## config.mk

```make
export PLATFORM = sky130hd
export DESIGN_NAME = instr_issue_unit
export DESIGN_NICKNAME = d
export VERILOG_FILES = /design/src/rtl/instr_issue_unit.sv
export SDC_FILE = /design/constraint.sdc
export NUM_CORES = 1
export LEC_CHECK = 0
export CAP_MARGIN = 20
export CORE_AREA = 2 2 63 65
export CTS_BUF_LIST = sky130_fd_sc_hd__clkbuf_8
export DETAILED_ROUTE_END_ITERATION = 10
export DIE_AREA = 0 0 65 67
export PLACE_DENSITY = 0.83
export SLEW_MARGIN = 20
export SYNTH_ARGS = -nofsm -noshare
export SYNTH_HDL_FRONTEND = slang
export SYNTH_SLANG_ARGS = --single-unit
```

## constraint.sdc

```tcl
create_clock -name clk -period 6.76 [get_ports clk]
set_clock_uncertainty 0.15 [all_clocks]
set_input_delay 0.676 -clock clk [delete_from_list [all_inputs] [get_ports clk]]
set_output_delay 0.676 -clock clk [all_outputs]
set_load 0.02 [all_outputs]
```

## src/rtl/instr_issue_unit.sv

```systemverilog
// ---------------------------------------------------------------------------
// instr_issue_unit
//
// Issue stage that feeds the control unit. Opcodes arrive from fetch over a
// valid/ready handshake and wait in a DEPTH-entry FIFO. Each cycle one
// registered opcode/valid pair goes to the control unit. After a BRANCH or
// JUMP is issued, BUBBLES cycles with valid=0 follow. A downstream stall
// holds the head of the FIFO. A flush (redirect) discards all buffered work.
//
// Optional feature macro: ISSUE_PERF_CNT_EN
//   Defined   : issue_cnt / bubble_cnt are saturating 16-bit counters that
//               only reset clears (flush does not).
//   Undefined : both outputs are tied to zero and no counter flops exist.
//
// Parameters:
//   DEPTH   - FIFO entries (power of two, >= 2)
//   BUBBLES - valid=0 cycles inserted after each BRANCH/JUMP (0..7)
//
// Ports:
//   clk, rst_n  - clock, asynchronous active-low reset
//   in_valid    - fetch offers in_opcode
//   in_opcode   - fetched 4-bit opcode
//   in_ready    - FIFO can accept (combinational: !full && !flush)
//   stall       - downstream cannot take a new instruction this cycle
//   flush       - discard buffered work
//   opcode      - registered opcode to the control unit
//   valid       - registered valid to the control unit
//   illegal     - one-cycle pulse: an illegal opcode (C..F) was enqueued
//   fifo_count  - current FIFO occupancy
//   issue_cnt   - issued-instruction counter
//   bubble_cnt  - inserted-bubble counter
// ---------------------------------------------------------------------------
module instr_issue_unit #(
  parameter int DEPTH   = 4,
  parameter int BUBBLES = 2
) (
  input  logic                     clk,
  input  logic                     rst_n,
  input  logic                     in_valid,
  input  logic [3:0]               in_opcode,
  output logic                     in_ready,
  input  logic                     stall,
  input  logic                     flush,
  output logic [3:0]               opcode,
  output logic                     valid,
  output logic                     illegal,
  output logic [$clog2(DEPTH):0]   fifo_count,
  output logic [15:0]              issue_cnt,
  output logic [15:0]              bubble_cnt
);

  localparam int AW = $clog2(DEPTH);
  localparam int CW = AW + 1;

  localparam logic [0:0] ST_ISSUE  = 1'b0;
  localparam logic [0:0] ST_BUBBLE = 1'b1;

  localparam logic [3:0] OP_NOP    = 4'h0;
  localparam logic [3:0] OP_BRANCH = 4'h8;
  localparam logic [3:0] OP_JUMP   = 4'h9;

  localparam logic [2:0] BUB_INIT    = 3'(BUBBLES);
  localparam bit         HAS_BUBBLES = (BUBBLES > 0);

  logic [3:0]    mem [DEPTH];
  logic [AW-1:0] wr_ptr;
  logic [AW-1:0] rd_ptr;
  logic [CW-1:0] count;
  logic [0:0]    state;
  logic [2:0]    bub_left;

  logic       full;
  logic       empty;
  logic       push;
  logic       pop;
  logic       in_illegal;
  logic [3:0] head;
  logic       head_is_ctrl;

  assign full         = (count == CW'(DEPTH));
  assign empty        = (count == '0);
  assign in_ready     = !full && !flush;
  assign push         = in_valid && in_ready;
  // Only the ISSUE state pops. Flush and stall take priority over a pop.
  assign pop          = (state == ST_ISSUE) && !flush && !stall && !empty;
  assign in_illegal   = (in_opcode >= 4'hC);
  assign head         = mem[rd_ptr];
  assign head_is_ctrl = (head == OP_BRANCH) || (head == OP_JUMP);
  assign fifo_count   = count;

  // NOTE: storage arrays are not reset; valid data is tracked by the pointers
  // and the count, so clearing the array would only add reset fan-out.
  always_ff @(posedge clk) begin
    if (push) mem[wr_ptr] <= in_illegal ? OP_NOP : in_opcode;
  end

  // FIFO pointers and occupancy. The pointers wrap naturally because DEPTH
  // is a power of two.
  // NOTE: sequential state uses non-blocking assignments only, so every flop
  // samples values from before the edge no matter how the blocks are ordered.
  always_ff @(posedge clk or negedge rst_n) begin
    if (!rst_n) begin
      wr_ptr <= '0;
      rd_ptr <= '0;
      count  <= '0;
    end else if (flush) begin
      wr_ptr <= '0;
      rd_ptr <= '0;
      count  <= '0;
    end else begin
      if (push) wr_ptr <= wr_ptr + AW'(1);
      if (pop)  rd_ptr <= rd_ptr + AW'(1);
      case ({push, pop})
        2'b10:   count <= count + CW'(1);
        2'b01:   count <= count - CW'(1);
        default: count <= count;
      endcase
    end
  end

  // Issue FSM and registered outputs.
  always_ff @(posedge clk or negedge rst_n) begin
    if (!rst_n) begin
      state    <= ST_ISSUE;
      bub_left <= '0;
      opcode   <= OP_NOP;
      valid    <= 1'b0;
      illegal  <= 1'b0;
    end else begin
      illegal <= push && in_illegal;
      case (state)
        ST_ISSUE: begin
          if (flush) begin
            valid  <= 1'b0;
            opcode <= OP_NOP;
          end else if (stall) begin
            valid  <= 1'b0;          // opcode keeps its last value
          end else if (empty) begin
            valid  <= 1'b0;
            opcode <= OP_NOP;
          end else begin
            valid  <= 1'b1;
            opcode <= head;
            if (head_is_ctrl && HAS_BUBBLES) begin
              state    <= ST_BUBBLE;
              bub_left <= BUB_INIT;
            end
          end
        end
        ST_BUBBLE: begin
          // Bubbles keep counting through a stall. Leaving when the counter
          // is at 1 gives exactly BUBBLES zero-valid cycles.
          valid  <= 1'b0;
          opcode <= OP_NOP;
          if (flush || bub_left <= 3'd1) begin
            state    <= ST_ISSUE;
            bub_left <= '0;
          end else begin
            bub_left <= bub_left - 3'd1;
          end
        end
        default: begin
          state    <= ST_ISSUE;
          bub_left <= '0;
        end
      endcase
    end
  end

`ifdef ISSUE_PERF_CNT_EN
  logic [15:0] issue_q;
  logic [15:0] bubble_q;

  always_ff @(posedge clk or negedge rst_n) begin
    if (!rst_n) begin
      issue_q  <= '0;
      bubble_q <= '0;
    end else begin
      if (valid && issue_q != 16'hFFFF)                  issue_q  <= issue_q + 16'd1;
      if (state == ST_BUBBLE && bubble_q != 16'hFFFF)    bubble_q <= bubble_q + 16'd1;
    end
  end

  assign issue_cnt  = issue_q;
  assign bubble_cnt = bubble_q;
`else
  assign issue_cnt  = '0;
  assign bubble_cnt = '0;
`endif

endmodule

```

# --- Word-level counts from Yosys, hierarchy flattened ---
# Memories as Yosys holds them, arrays and structs flattened.
# Cells that the tools add are included.
totals:
  register_bits: 17
  ramBits: 16
  in_bits: 9
  out_inout_bits: 42
  elab_cells: 73
  n_memories: 1
classes:
  n_addsub: 5
  order_cmp: 2
  eq_ne: 10
  muxes: 29
  bitwise: 1
  reduce_logical: 17
mem_list:
  columns: ["memory", "words", "word_bits", "rd", "rd_clocked_by_memory_dff", "write_ports", "line", "source"]
  rows:
  - ["mem", 4, 4, 1, 0, 1, "65", "logic [3:0] mem [DEPTH];"]
ops:
  columns: ["cell", "count"]
  rows:
  - ["$mux 3", 6]
  - ["$mux 4", 4]
  - ["$pmux 3 s2", 2]
  - ["$mux 1", 10]
  - ["$eq 4x4->1 const B", 2]
  - ["$mux 2", 4]
  - ["$ne 2x2->1 const B", 4]
  - ["$pmux 4 s2", 1]
  - ["$logic_and 1x1->1", 6]
  - ["$sub 3x1->3 const B", 2]
  - ["$add 2x1->2 const B", 2]
  - ["$ge 4x4->1 const B", 1]
  - ["$logic_not 1->1", 4]
  - ["$pmux 1 s2", 2]
  - ["$reduce_and 4->1", 1]
  - ["$reduce_bool 2->1", 2]
  - ["$add 3x1->3 const B", 1]
  - ["$eq 3x3->1 const B", 1]
  - ["$le 3x1->1 const B", 1]
  - ["$logic_not 3->1", 1]
  - ["$ne 3x3->1 const B", 1]
  - ["$reduce_bool 3->1", 1]
  - ["$eq 2x1->1 const B", 1]
  - ["$eq 2x2->1 const B", 1]
  - ["2 further kinds", 3]

# --- Depth between registers and ports, before layout ---
# Gate-level depths: netlist of the first run.
# An unclocked memory read counts as a cell.
logic_depth:
  word_depth: 8
  mapped_depth: 9
  mapped_depth_nobuf: 8

# --- Least setup slack after synthesis of the first run ---
# No wires, ideal clock.
synth_timing:
  path_kind: "input to register"
  start: "input port in_valid"
  end: "register count[2], in the netlist fifo_count[2]"
  setup_ps: 140
  t_arrival_ps: 2209
  required_time_ps: 6470
  setup_slack_ps: 4261
  path_stages: 7
  n_path_buf: 1
  cell_sequence: "inv_1 > a211oi_2 > clkbuf_1 > nor2_1 > fa_1 > o311ai_0 > a31oi_1"
synth_between:
  elab_chain_len: 4
  elab_cells_between_ends: 6
  classes_between: "2 x eq/ne; 2 x mux; 2 x reduce/logical"
synth_rtl:
  columns: ["element", "line", "source"]
  rows:
  - ["from (decl)", "39", "input logic in_valid,"]
  - ["$logic_and 1x1->1 *", "83", "assign push = in_valid && in_ready;"]
  - ["$eq 2x1->1 or $eq 2x2->1 (tied branches)", "113", "case ({push, pop})"]
  - ["$pmux 3 s2", "113", null]
  - ["$mux 3", "106", "end else if (flush) begin"]
  - ["to (signal assigned)", "114", "2'b10: count <= count + CW'(1);"]
  - ["to (signal assigned)", "115", "2'b01: count <= count - CW'(1);"]
  - ["to (signal assigned)", "116", "default: count <= count;"]
  - ["to (decl)", "68", "logic [CW-1:0] count;"]
# Every way passes the cells marked *; elsewhere a longest branch is shown, timed or not.
# A chain may end at the register's enable or synchronous reset.

# --- Worst setup path after layout of the first run ---
layout_timing:
  start: "input port flush"
  end: "register count[2], in the netlist fifo_count[2]"
layout_between:
  elab_chain_len: 7
  elab_cells_between_ends: 11
  classes_between: "2 x eq/ne; 2 x mux; 7 x reduce/logical"
layout_rtl:
  columns: ["element", "line", "source"]
  rows:
  - ["from (decl)", "43", "input logic flush,"]
  - ["$logic_not 1->1", "82, 85", null]
  - ["$logic_and 1x1->1 (3 in series)", "85", "assign pop = (state == ST_ISSUE) && !flush && !stall && !empty;"]
  - ["$eq 2x1->1 or $eq 2x2->1 (tied branches)", "113", null]
  - ["$pmux 3 s2", "113", null]
  - ["$mux 3", "106", null]
# Parallel ways exist; a longest one is shown, timed or not.

==> impl_metrics.ini, run 1 <==
[worst_setup_path]
critical_path_class = in2reg
r2r-end = fifo_count[2]$_DFFE_PN0P_
r2r-start = fifo_count[0]$_DFFE_PN0P_
reg2reg_depth = 6
reg2reg_slack_ps = 4100
worstPathMaxFanout = 15
start_kind = input pin
required_ps = 6750
critPathCaptureType = flop
cp.arrival_ps = 3170

[hold_path]
min_path_cells = 1
worstHoldStart = bub_left[0]$_DFFE_PN0P_
hp-class = reg2reg
whs_endpoint = bub_left[0]$_DFFE_PN0P_

[synthesis]
yosys_warnings = 0
ys_top_cells_by_count = 32 x buf_4, 17 x dfrtp_1, 16 x edfxtp_1
ys.flop_type = dfrtp_1
syn_area_um2 = 1790
synth.top_cell.area_share = 0.268
syn_area_per_cell_um2 = 12.4
synthTopCellsByArea = edfxtp_1 27%, dfrtp_1 24%, buf_4 13%
ys_seq_area_frac = 0.506
synth_seq_cells = 33
yosys.area.top_type = edfxtp_1
synth_edf_count = 16
synth.most_common_cell = buf_4
async_reset_ff_frac = 0.515
syn_inst = 145
ys_types = 43

[grt]
grt_antenna_before_repair = 0
grt_usage = 0.154
grt_pass1_wl_mm = 4.80
overflow = 0
first_global_vias = 1024
grt_max_degree = 18

[sta]
slew_headroom = 0.475
finalHoldViolations = 0
tightest_slew_ps = 785
final_max_slew_viol_count = 0
finalCritPeriodShare = 0.470
min_period_ps = 3180
grt_setup_unrepaired = false
fmax_mhz = 315
setup_viol = 0
setup_tns_ps = 0
whs_ps = 342

[clock_tree]
cts_max_level = 2
cts_root_buffer = clkbuf_8
clock-sinks = 33
cts_resized = 0
cts-buffers-inserted = 5
cts_setup_buffers = 0
cts_tree = built
clk_latency_ps = 280
cts_hold_buffers = 0
clk_pin_slew_ps = 60
cts_buffer_depth = 2

[placement]
place.gp.congestion = 0.806
placed_cell_area_um2 = 1880
dp.final_hpwl_mm = 2.36
port-buffer-count = 18

[finish]
n_fill_cell = 314
fin_nets = 179
multi_input_area_um2 = 704
stdcell_area_um2 = 2000
diodes = 0
areaGrowthSynthToFinish_pct = 11.5
layout-drive-gt1-share = 0.0727
seqCellArea_um2 = 906

[detailed_routing]
final_antenna_net_count = 0
route.detailed.drc = 0
wl_per_cell_um = 14.6
route.vias.total = 1057
wirelength_mm = 3.10
drt_pass1_iterations = 5
vias_per_cell = 4.96
drt_iter0_drc = 64

[run]
cap_violations = 0

[pwr]
ir_worst_vdd_v = 0.000110
power_density_nw_per_um2 = 321
power_leakage_uw = 0.000846

[die]
initial_core_util = 0.497
io_pins = 51
dieArea_um2 = 4360
core_um2 = 3610
die_x_um = 65
rows = 22
die_y_um = 67

[outcome]
outcome = finished clean
-- state kept, by name, indices dropped and copies added (netlist names) --
| signal | flops |
|---|---|
| mem | 16 |
| opcode | 4 |
| bub_left | 3 |
| fifo_count | 3 |
| rd_ptr | 2 |
| wr_ptr | 2 |
| illegal | 1 |
| state | 1 |
| valid | 1 |
-- worst max path at each step --
stage | slack (ps) | endpoint | cells after the start | start
after floorplan | 4260 | fifo_count[2]$_DFFE_PN0P_ | 7 | in_valid
after global placement | 3480 | fifo_count[2]$_DFFE_PN0P_ | 6 | flush
after detailed placement | 3300 | fifo_count[2]$_DFFE_PN0P_ | 6 | flush
after CTS | 3600 | fifo_count[2]$_DFFE_PN0P_ | 6 | flush
after global routing | 3400 | fifo_count[2]$_DFFE_PN0P_ | 8 | flush
final | 3580 | fifo_count[2]$_DFFE_PN0P_ | 6 | flush
-- per-layer routing --
metal	vias to the layer above	part of all wire	global-route usage
met4	0	0.016	0.0638
li1	488	-	-
met1	521	0.40	0.166
met3	4	0.059	0.0608
met5	-	0	0
met2	44	0.53	0.271
-- where the power goes --
group / internal [uW] / total, uW / switching [uW]
registers: 240 / 273 / 33.1
clock network: 119 / 187 / 68.9
logic: 83.7 / 181 / 97.0
-- cell families after synthesis --
group / Yosys count / share of synthesized area
buffers and inverters: 45 / 0.166
DFF: 33 / 0.506
and+or+nand+nor: 29 / 0.0943
AOI/OAI and AO/OA: 22 / 0.0971
adders and majority gates: 6 / 0.0461
xor gates and xnor gates: 5 / 0.0321
muxes: 4 / 0.0566
other: 1 / 0.00209
-- metrics by stage --
stage | utilization | total power (uW) | setup WS [ps] | cells
floorplan | - | 417 | 4260 | 176
global route | 0.554 | 679 | 3400 | 213
CTS | 0.554 | 645 | 3600 | 213
global placement | 0.522 | 446 | 3480 | 205
finish | 0.554 | 641 | 3580 | 213
detailed placement | 0.522 | 457 | 3300 | 205
-- cells in the final DEF, fill, tap and decap left out, types with 3 or more instances in the layout --
cell | Yosys | layout
xnor2_1 | 4 | 4
dfrtp_1 | 17 | 17
ha_1 | 5 | 5
o31ai_1 | 3 | 3
inv_1 | 7 | 8
mux4_1 | 3 | 3
conb_1 | 1 | 32
clkbuf_8 | 0 | 6
nor2_1 | 5 | 5
a22o_1 | 3 | 3
nor2b_1 | 3 | 3
nor3_1 | 4 | 4
clkdlybuf4s50_1 | 0 | 18
and2_1 | 4 | 4
edfxtp_1 | 16 | 16
-- worst max-delay path, cell delays in order --
cell and delay, ps:
clkdlybuf4s50_1 680, a211oi_2 720, nor2_1 130, fa_1 470, o311ai_0 370, a31oi_1 120
-- layout make-up --
class	instances	area share
tap	48	0.0301
clock inverter	2	0.0169
timing repair buffer	18	0.0902
sequential	33	0.454
multi-input combinational	98	0.353
inverter	8	0.0150
clock buffer	6	0.0414
Note: power is estimated with default switching activity, not from simulation.
==> run 2, diff against run 1 <==
CORE_AREA = 2 2 67 69   (was 2 2 63 65)
DIE_AREA = 0 0 69 71   (was 0 0 65 67)
PLACE_DENSITY = 0.77   (was 0.83)
clock period = 2.9 ns   (was 6.76 ns; I/O delays follow)
==> run 2 against run 1 <==
Sequential power is 130% higher. Global-route usage is 3.7 points lower. Via count is 3.4% lower. Sequential cell count stayed put. Cell count is 2.8% higher. Critical endpoint unchanged.
==> impl_metrics.ini, run 2 (synthesis results as in run 1) <==
[die]
die_y_um = 71
initial_core_util = 0.426
io_pins = 51
core_um2 = 4200
die_x_um = 69
rows = 24
dieArea_um2 = 4900

[worst_setup_path]
reg2reg_slack_ps = 420
cp.arrival_ps = 2470
reg2reg_depth = 6
required_ps = 2900
start_kind = flop
r2r-end = fifo_count[2]$_DFFE_PN0P_
critical_path_class = reg2reg
r2r-start = fifo_count[0]$_DFFE_PN0P_
worstPathMaxFanout = 6
critPathCaptureType = flop
critPathLaunch = fifo_count[0]$_DFFE_PN0P_

[pwr]
power_density_nw_per_um2 = 687
clock_power_share = 0.232
switchingPower_uw = 446
p_seq_frac = 0.463
power_frac_comb = 0.305
swShare = 0.328
ir_worst_vdd_v = 0.000334
power_leakage_uw = 0.000841
power.internal_uw = 915

[clock_tree]
cts_max_level = 2
cts_tree = built
cts-buffers-inserted = 5
clk_pin_slew_ps = 70
clk_latency_ps = 280
cts_resized = 0
cts_buffer_depth = 2
clock-sinks = 33
cts_root_buffer = clkbuf_8
cts_hold_buffers = 0
cts_setup_buffers = 0

[placement]
place.gp.congestion = 0.701
dp.final_hpwl_mm = 2.08
port-buffer-count = 18

[sta]
slew_headroom = 0.468
min_period_ps = 2480
finalCritPeriodShare = 0.854
whs_ps = 318
setup_tns_ps = 0
final_max_slew_viol_count = 0
grt_setup_unrepaired = false
finalHoldViolations = 0
fmax_mhz = 404
tightest_slew_ps = 796
setup_viol = 0

[finish]
final_cell_mix = 32 x conb_1, 18 x clkdlybuf4s50_1, 17 x dfrtp_1
areaGrowthSynthToFinish_pct = 10.5
fin_nets = 181
layout-drive-gt1-share = 0.0719
mostFrequentLayoutCell = conb_1
diodes = 0
multi_input_area_um2 = 704
reg_top3 = mem: 16 flops, opcode: 4 flops
seqCellArea_um2 = 906
largest_reg_flops = 16
n_fill_cell = 388
regMostFlops = mem

[detailed_routing]
wl_per_cell_um = 12.5
vias_per_cell = 4.66
route.detailed.drc = 0
drt_pass1_iterations = 4
wirelength_mm = 2.74
final_antenna_net_count = 0
route.vias.total = 1021
drt_iter0_drc = 50

[grt]
grt_antenna_before_repair = 0
first_global_vias = 911
grt_usage = 0.118
grt_pass1_wl_mm = 4.44
grt_max_degree = 18
overflow = 0

[outcome]
outcome = finished clean

[run]
cap_violations = 0

[hold_path]
hp-class = in2async
-- run 2: changes by cell type in the layout (fill, tap and decap cells not counted) --
cell / before / now
inv_1: 8 / 9
clkbuf_8: 6 / 5
bufinv_16: 1 / 0
clkinv_1: 0 / 1
buf_4: 0 / 2
-- run 2: worst max-delay path by stage --
stage                                           end  slack, ps  cells after the start
after floorplan           fifo_count[2]$_DFFE_PN0P_        430                      7
after global placement    fifo_count[2]$_DFFE_PN0P_        440                      7
after detailed placement  fifo_count[2]$_DFFE_PN0P_        390                      8
after CTS                 fifo_count[2]$_DFFE_PN0P_        430                      6
after global routing      fifo_count[2]$_DFFE_PN0P_        220                      8
final                     fifo_count[2]$_DFFE_PN0P_        420                      6
-- run 2: power by group through the flow --
| stage | clock [uW] | combinational, uW | sequential, uW |
|---|---|---|---|
| floorplan | 0 | 325 | 647 |
| detailed placement | 0 | 419 | 642 |
| global route | 345 | 453 | 644 |
| finish | 316 | 414 | 630 |
| CTS | 325 | 418 | 632 |
| global placement | 0 | 404 | 639 |
-- run 2: area by class of cell --
cell class                      instances  area share
Clock buffer                            5      0.0347
Clock inverter                          3     0.00569
Inverter                                8      0.0152
Multi-Input combinational cell         98       0.356
Sequential cell                        33       0.457
Tap cell                               52      0.0328
Timing Repair Buffer                   20      0.0985
-- run 2: worst max-delay path, cell delays in order, from the launching register on --
cell and delay (ps):
dfrtp_1 460, nor3_1 380, or4_1 310, nor2_1 100, fa_1 440, o311ai_0 370
a31oi_1 140
-- run 2: per-stage QoR --
stage                     instance area (um^2)  utilization  total power (uW)  setup slack [ps]  std cells
final                                     1980        0.471              1360               424        219
after global routing                      1980        0.471              1440               217        219
after CTS                                 1980        0.471              1380               427        219
after detailed placement                  1900        0.452              1060               390        211
after global placement                    1900        0.452              1040               437        211
after floorplan                           1910            -               972               431        176
-- run 2: layer usage --
metal,routed length [um],global-route usage,vias up
li1,-,-,498
met1,1150,0.145,489
met2,1390,0.186,29
met3,175,0.0513,5
met4,30,0.0436,0
met5,0,0,-
